===== config.mk =====
export PLATFORM = sky130hd
export DESIGN_NAME = alu_issue
export DESIGN_NICKNAME = d
export VERILOG_FILES = /design/src/rtl/alu_pkg.sv /design/src/rtl/alu_regfile.sv /design/src/rtl/alu_issue.sv
export SDC_FILE = /design/constraint.sdc
export NUM_CORES = 1
export LEC_CHECK = 0
export BUFFER_PORTS_ARGS = -buffer_cell sky130_fd_sc_hd__buf_2
export CORE_MARGIN = 3
export CORE_UTILIZATION = 40
export CTS_CLUSTER_DIAMETER = 100
export CTS_CLUSTER_SIZE = 8
export DETAILED_ROUTE_END_ITERATION = 12
export PLACE_DENSITY = 0.57
export REMOVE_ABC_BUFFERS = 1
export SYNTH_ARGS = -nofsm -noshare
export SYNTH_HDL_FRONTEND = slang
export SYNTH_SLANG_ARGS = --single-unit

===== constraint.sdc =====
create_clock -name clk -period 4.74 [get_ports clk]
set_input_delay 0 -clock clk [delete_from_list [all_inputs] [get_ports clk]]
set_output_delay 0 -clock clk [all_outputs]
set_load 0.05 [all_outputs]

===== src/rtl/alu_pkg.sv =====
// Shared types for the ALU issue unit: opcodes, FSM states and the
// positions of the instruction fields.
package alu_pkg;

  typedef enum logic [3:0] {
    OPC_MOV = 4'd0,
    OPC_CMP = 4'd1,
    OPC_ADD = 4'd2,
    OPC_SUB = 4'd3,
    OPC_MUL = 4'd4,
    OPC_DIV = 4'd5,
    OPC_XOR = 4'd6,
    OPC_AND = 4'd7,
    OPC_NOT = 4'd8,
    OPC_MOD = 4'd9
  } opcode_e;

  localparam logic [3:0] OPC_LAST = 4'd9;

  typedef enum logic [1:0] {
    ST_IDLE  = 2'd0,
    ST_ISSUE = 2'd1,
    ST_EXEC  = 2'd2,
    ST_WB    = 2'd3
  } state_e;

  localparam int OPC_MSB = 15;
  localparam int OPC_LSB = 12;
  localparam int RD_MSB  = 10;
  localparam int RD_LSB  = 8;
  localparam int RS1_MSB = 6;
  localparam int RS1_LSB = 4;
  localparam int RS2_MSB = 2;
  localparam int RS2_LSB = 0;

  function automatic logic opc_legal(input logic [3:0] opc);
    return opc <= OPC_LAST;
  endfunction

endpackage


===== src/rtl/alu_regfile.sv =====
// REGS x N register file: one synchronous write port, two asynchronous
// operand read ports and an asynchronous debug read port.
module alu_regfile #(
  parameter int N    = 4,
  parameter int REGS = 8
) (
  input  logic         clk,
  input  logic         rst,
  input  logic         we_i,
  input  logic [2:0]   waddr_i,
  input  logic [N-1:0] wdata_i,
  input  logic [2:0]   raddr_a_i,
  input  logic [2:0]   raddr_b_i,
  input  logic [2:0]   dbg_addr_i,
  output logic [N-1:0] rdata_a_o,
  output logic [N-1:0] rdata_b_o,
  output logic [N-1:0] dbg_data_o
);

  logic [N-1:0] mem_q [REGS];

  always_ff @(posedge clk) begin
    if (rst) begin
      for (int i = 0; i < REGS; i++) mem_q[i] <= '0;
    end else if (we_i) begin
      mem_q[waddr_i] <= wdata_i;
    end
  end

  assign rdata_a_o  = mem_q[raddr_a_i];
  assign rdata_b_o  = mem_q[raddr_b_i];
  assign dbg_data_o = mem_q[dbg_addr_i];

endmodule


===== src/rtl/alu_issue.sv =====
// Issues one instruction at a time to an external ALU and retires it into
// the register file four cycles later.
//   state    | meaning
//   ST_IDLE  | ready, waiting for instr_valid
//   ST_ISSUE | registered operands/opcode presented to the ALU
//   ST_EXEC  | ALU result and flags captured into holding registers
//   ST_WB    | result/flags committed, done (and illegal) pulse
module alu_issue
  import alu_pkg::*;
#(
  parameter int N    = 4,
  parameter int REGS = 8
) (
  input  logic         clk,
  input  logic         rst,
  input  logic         instr_valid,
  output logic         instr_ready,
  input  logic [15:0]  instr,
  output logic [N-1:0] alu_a,
  output logic [N-1:0] alu_b,
  output logic [3:0]   alu_select,
  input  logic [N-1:0] alu_result,
  input  logic [1:0]   alu_flags,
  output logic         done,
  output logic         illegal,
  output logic [1:0]   flags_q,
  input  logic [2:0]   dbg_addr,
  output logic [N-1:0] dbg_data
);

  state_e       state_q, state_d;
  logic [3:0]   opc_q;
  logic [2:0]   rd_q;
  logic [N-1:0] res_q;
  logic [1:0]   hold_flags_q;
  logic [N-1:0] alu_a_q, alu_b_q;
  logic [3:0]   sel_q;
  logic [1:0]   flags_arch_q;

  logic [3:0]   opc_in;
  logic [2:0]   rd_in, rs1_in, rs2_in;
  logic [N-1:0] rdata_a, rdata_b;
  logic         accept, wb_legal, rf_we;
  logic         unused_instr_bits;

  assign opc_in = instr[OPC_MSB:OPC_LSB];
  assign rd_in  = instr[RD_MSB:RD_LSB];
  assign rs1_in = instr[RS1_MSB:RS1_LSB];
  assign rs2_in = instr[RS2_MSB:RS2_LSB];
  assign unused_instr_bits = ^{instr[11], instr[7], instr[3]};

  assign instr_ready = (state_q == ST_IDLE) && !rst;
  assign accept      = instr_valid && instr_ready;
  assign done        = (state_q == ST_WB) && !rst;
  assign wb_legal    = opc_legal(opc_q);
  assign illegal     = done && !wb_legal;
  assign rf_we       = done && wb_legal && (opc_q != OPC_CMP);

  always_comb begin
    state_d = state_q;
    case (state_q)
      ST_IDLE:  if (accept) state_d = ST_ISSUE;
      ST_ISSUE: state_d = ST_EXEC;
      ST_EXEC:  state_d = ST_WB;
      ST_WB:    state_d = ST_IDLE;
      default:  state_d = ST_IDLE;
    endcase
  end

  always_ff @(posedge clk) begin
    if (rst) begin
      state_q      <= ST_IDLE;
      opc_q        <= '0;
      rd_q         <= '0;
      res_q        <= '0;
      hold_flags_q <= '0;
      alu_a_q      <= '0;
      alu_b_q      <= '0;
      sel_q        <= '0;
      flags_arch_q <= '0;
    end else begin
      state_q <= state_d;
      // Operands are read at acceptance so rd==rs still sees pre-write values.
      if (accept) begin
        opc_q   <= opc_in;
        rd_q    <= rd_in;
        alu_a_q <= rdata_a;
        alu_b_q <= rdata_b;
        sel_q   <= opc_legal(opc_in) ? opc_in : OPC_MOV;
      end
      if (state_q == ST_EXEC) begin
        res_q        <= alu_result;
        hold_flags_q <= alu_flags;
      end
      if (state_q == ST_WB && wb_legal) flags_arch_q <= hold_flags_q;
    end
  end

  assign alu_a      = alu_a_q;
  assign alu_b      = alu_b_q;
  assign alu_select = sel_q;
  assign flags_q    = flags_arch_q;

  alu_regfile #(.N(N), .REGS(REGS)) u_regfile (
    .clk        (clk),
    .rst        (rst),
    .we_i       (rf_we),
    .waddr_i    (rd_q),
    .wdata_i    (res_q),
    .raddr_a_i  (rs1_in),
    .raddr_b_i  (rs2_in),
    .dbg_addr_i (dbg_addr),
    .rdata_a_o  (rdata_a),
    .rdata_b_o  (rdata_b),
    .dbg_data_o (dbg_data)
  );

endmodule

==> run metrics, run 1 <==
Yosys top cell area share=30.1%; area share of and/or/nand/nor cells after synthesis=16.8%; Cell Chain, Critical Path=ha_1 > nand2b_4 > nor4_1 > a31o_2; critical path peak fanout=5; fillers=691; Clock Latency Late Sink=330 ps; YS warnings=0; vias in the first global route=2321; top-count cell post-synth=nor2_1; largest family of logic cells by synthesized area=multiplexers; fin cells=456; Cell Pwr Density=383 mW/mm²; met1 Resource Use GR=21.4%; area post-placement=0.00347 mm²; routability cong.=0.852; Placed Cells=427; slew margin rel.=46.4%; first drt pass iteration count=4; first-pass GRT wire length=11700 µm; # setup viols final=0; busiest grt layer=met2; minimum clock period=1970 ps; Tot GR Track Use=17.2%; post-route ant nets=0; DIE HEIGHT=95.3 µm; RSZ-0062 raised after global routing=false; final number of hold-violating endpoints=0; Area contributors post-synth=edfxtp_1 (30%), dfxtp_1 (18%), mux2_2 (13%); Ports=49; buffers and inverters on the worst path=0; number of buffers created by CTS=9; initial antenna violation count=0; CP arrival=2010 ps; Post-Synth Adder-Cell Area=1.57%; CP Capture Type=flip-flop; met2 Use GR=28.6%; Root Driver=clkbuf_8; post-layout util=50.6%; Worst Hold Class=in2reg; via count=2403; Post-Synth XOR/XNOR Area=0%; clock skew=8.29 ps; mux cell area share after synthesis=20.6%; Die X=95.3 µm; CP top delay family=simple AND/OR/NAND/NOR gates; total negative slack=0 ps; CTS tree=done; status=finished clean; synth cell count leaders=nor2_1 (45), mux2_2 (36), nand2_1 (33); Post-Syn Area=0.00319 mm²; maximum VDD drop=0.208 mV; measured slew at the worst slew-check pin=801 ps; Synth Area in Compound Gates=9.97%; Yosys reg bits=61; Max stage delay on crit path=630 ps; buffers added on ports=45; # DRC=0; CTS H-tree depth=3; synth unique cells=35; met3 Use GR=5.37%; global route overflow=0; Leakage=1.45 nW; clk slew on worst S/H paths=60 ps; Detail Placement HPWL=5510 µm; post-synthesis cell count=299; DR iter-0 viols=136; slowest CP cell=nor4_1; max-slew violations=0; Period Utilization, post-route=41.6%; Antenna diodes=0; Final Routed Wirelength=7410 µm; Post-CTS Resized=0; Longest Clk Path Bufs=2; Async SR Flop Fraction=0%; clock sink count=61; area of the multi-input gates=0.00156 mm²; Req. time, crit path=4770 ps; vias per cell=5.27; die footprint=0.00908 mm²; prevailing post-synth register cell=edfxtp_1; Max Cap Violations=0; initial core utilization=42.6%; FF/Latch Area=0.00154 mm²; Cell Rows=31; Fmax=507 MHz; Worst setup SP type=flip-flop; final net count=384; Post-synth EDFFs=32; cell taking the most area after synthesis=edfxtp_1; Setup CP Type=reg2reg; sequential fraction of the synthesis area=48.4%; largest net degree at the start of global routing=35; post-synthesis to final-layout area growth=18.8%; syn_area_per_cell=10.7 µm²; core area=0.00749 mm²; share of cells above drive strength 1=31.1%; Finished Cell Area=0.00379 mm²; wire length per cell=16.3 µm
metrics by stage:
stage                     power (W)  setup slack (ps)  hold WS, ps
final                       0.00145              2770         86.5
after global placement      0.00100              2790          196
after global routing        0.00153              2680         85.9
after detailed placement    0.00101              2790          186
after floorplan            0.000912              3060         69.1
after CTS                   0.00147              2760         68.2
state kept, by name, indices dropped and copies added, names as in the netlist:
name and cells:
u_regfile.mem_q 32, alu_a 4, alu_b 4, alu_select 4, opc_q 4, res_q 4, rd_q 3, flags_q 2
hold_flags_q 2, state_q 2
final timing paths:
path                           start                                   to  slack (ps)  depth (start not counted)
max          state_q[1]$_SDFFE_PP0P_  u_regfile.mem_q[6][2]$_SDFFCE_PN0P_        2770                          4
min                      instr_valid              state_q[0]$_SDFFE_PP0P_          90                          3
max reg2reg  state_q[1]$_SDFFE_PP0P_  u_regfile.mem_q[6][2]$_SDFFCE_PN0P_        2770                          4
min reg2reg    alu_a[1]$_SDFFE_PP0P_                alu_a[1]$_SDFFE_PP0P_         450                          2
metal layers:
layer  share of wire [%]  up-vias
li1                    -     1201
met1                  45     1126
met2                  47       70
met3                 6.1        6
met4                 1.3        0
met5                   0        -
where the power goes:
group	switching, W	leakage (nW)	internal (W)	total [W]
combinational	0.000223	0.783	0.000130	0.000353
clock	0.000193	0.103	0.000254	0.000446
sequential	0.0000460	0.567	0.000607	0.000653
worst register-to-register path: stages (launching register included):
cell	delay, ps
dfxtp_1	370
ha_1	280
nand2b_4	90
nor4_1	630
a31o_2	310
area by class of cell:
| type | instances | share of cell area, % |
|---|---|---|
| Tap cell | 99 | 3.27 |
| Sequential cell | 61 | 40.7 |
| Timing Repair Buffer | 58 | 9.38 |
| Inverter | 4 | 0.396 |
| Clock buffer | 11 | 3.73 |
| Clock inverter | 5 | 1.32 |
| Multi-Input combinational cell | 218 | 41.2 |
logic make-up after synthesis:
logic type                 after synthesis
muxes                                   51
and+or+nand+nor                        114
DFF                                     61
adders and majority gates                4
AOI/OAI and AO/OA                       49
buffers and inverters                   20
cell usage in the layout, fill, tap and decap left out, types with 2 or more instances in the layout:
cell type      netlist  layout
or2_2                2       2
dlygate4sd3_1        0      13
nand3b_1             6       6
mux4_2               8       8
o21ai_0              3       3
a31o_2               4       4
nand2_1             33      33
nand4_1              3       3
nand2b_1             9       9
mux2_2              36      36
clkinv_2             0       4
dfxtp_1             29      29
nand3_1              4       4
nor2_1              45      45
nor2b_1              5       5
ha_1                 4       4
o31ai_1              8       8
edfxtp_1            32      32
clkbuf_8             0      10
a21o_1               3       3
buf_2                6      45
inv_1                4       4
o22ai_1             16      16
mux2i_1              7       7
a21oi_1             11      11
timing repair:
| action | 4_1_cts | 5_1_grt |
|---|---|---|
| buffers inserted | 0 | 0 |
| endpoints found under the setup margin | 0 | 0 |
| hold buffers | 13 | 0 |
| hold endpoints to repair | 17 | 0 |
Power figures use the tool's default switching activity.
==> inputs of run 2 (changes only) <==
Clock period 4.74 ns to 1.95 ns, I/O delays scaled along.
==> run 2 against run 1 <==
  * Hold slack lost 17 ps
  * Global-route usage grew 1.3 points
  * Final cell count grew 1.1%
  * Register-to-register slack lost 2500 ps
  * Via count grew 2.0%
  * Non-clock buffer count grew 5
  * Final area grew 0.96%
  * Routed wire length grew 2.1%
  * First-iteration DRC count shrank 24%
  * Sequential share of layout area shrank 0.39 points
  * Combinational power grew 150%
  * Critical endpoint is now dbg_data[0]
==> run metrics, run 2 (synthesis results as in run 1) <==
clock sink count=61; die footprint=0.00908 mm²; sw frac=32.9%; minimum clock period=1770 ps; vias per cell=5.32; max-slew violations=0; critical path peak fanout=3; Reg with most FFs=u_regfile.mem_q; status=finished clean; buffers added on ports=45; CP Capture Type=output pin; Root Driver=clkbuf_8; Max stage delay on crit path=500 ps; RSZ-0062 raised after global routing=false; Tot GR Track Use=18.4%; CP top delay family=multiplexers; Clock Power Share=30.7%; met3 Use GR=4.03%; wire length per cell=16.4 µm; DIE HEIGHT=95.3 µm; # DRC=0; Placed Cells=432; first-pass GRT wire length=12300 µm; Ports=49; final net count=389; Setup CP Type=reg2out; DR iter-0 viols=103; busiest grt layer=met2; initial antenna violation count=0; max reg flops=32; internal power=0.00239 W; combinational power share=24.7%; Switching Power=0.00117 W; Max Cap Violations=0; Cell Pwr Density=931 mW/mm²; # setup viols final=0; post-route ant nets=0; number of buffers created by CTS=9; Detail Placement HPWL=5640 µm; Leakage=1.46 nW; vias in the first global route=2413; final number of hold-violating endpoints=0; Final Routed Wirelength=7570 µm; maximum VDD drop=0.427 mV; CP arrival=1770 ps; initial core utilization=42.6%; met1 Resource Use GR=23.5%; measured slew at the worst slew-check pin=482 ps; clock skew=7.78 ps; Cell Rows=31; via count=2451; Die X=95.3 µm; Fmax=565 MHz; post-synthesis to final-layout area growth=19.9%; slowest CP cell=mux4_2; first drt pass iteration count=4; core area=0.00749 mm²; Longest Clk Path Bufs=2; Cell Chain, Critical Path=mux4_2 > mux2_2 > buf_2; Period Utilization, post-route=90.8%; global route overflow=0; Worst Hold Class=in2reg; Antenna diodes=0; Post-CTS Resized=0; CTS tree=done; routability cong.=0.848; clk slew on worst S/H paths=70 ps; Worst setup SP type=flip-flop; Req. time, crit path=1950 ps; most frequent cells in the layout=nor2_1 (45), buf_2 (45), mux2_2 (36), nand2_1 (33), edfxtp_1 (32); CTS H-tree depth=3; fin cells=461; Seq pwr share=44.6%; R2R setup slack=220 ps; buffers and inverters on the worst path=1; Clock Latency Late Sink=330 ps; share of cells above drive strength 1=32.0%; total negative slack=0 ps; met2 Use GR=29.8%; slew margin rel.=67.4%; largest net degree at the start of global routing=34
[run 2: power groups by stage]
stage	registers, W	logic (W)	clock network [W]
after floorplan	0.00171	0.000509	0
after CTS	0.00159	0.000886	0.00112
after global routing	0.00161	0.000970	0.00119
final	0.00159	0.000879	0.00109
after detailed placement	0.00161	0.000864	0
after global placement	0.00161	0.000853	0
[run 2: final timing paths]
path,startpoint,cells past startpoint,end
max reg2reg,state_q[1]$_SDFFE_PP0P_,4,u_regfile.mem_q[3][2]$_SDFFCE_PN0P_
min,instr_valid,3,state_q[0]$_SDFFE_PP0P_
max,u_regfile.mem_q[7][0]$_SDFFCE_PN0P_,3,dbg_data[0]
min reg2reg,alu_a[0]$_SDFFE_PP0P_,2,alu_a[0]$_SDFFE_PP0P_
[run 2: through the flow]
step	cell area [µm²]	setup WS (ps)	utilization, %	hold WS, ps	total power (W)
after global routing	3820	71.4	51.1	99.2	0.00376
after floorplan	3120	274	-	69.1	0.00222
final	3820	180	51.1	69.7	0.00356
after detailed placement	3500	209	46.8	186	0.00248
after CTS	3820	168	51.1	47.9	0.00359
after global placement	3500	260	46.8	196	0.00246
[run 2: final cells by class]
type | count | area (µm²)
Fill cell | 678 | 3660
Multi-Input combinational cell | 218 | 1560
Sequential cell | 61 | 1540
Timing Repair Buffer | 63 | 393
Clock buffer | 9 | 124
Tap cell | 99 | 124
Clock inverter | 7 | 66.3
Inverter | 4 | 15.0
[run 2: worst reg2reg max path: stages (launching register included)]
cell      delay (ps)
dfxtp_1          370
ha_1             270
nand2b_4          90
or4_1            700
nor2_1           170
[run 2: metal layers]
layer	up-vias	part of all wire, %
met5	-	0
met4	0	2.7
met3	14	4.8
met2	65	48
met1	1157	45
li1	1215	-
[run 2: what timing repair did]
| item | CTS | global route |
|---|---|---|
| endpoints found under the setup margin | 0 | 0 |
| hold endpoints to repair | 17 | 0 |
| setup buffers | 0 | 0 |
| hold buffers | 13 | 0 |
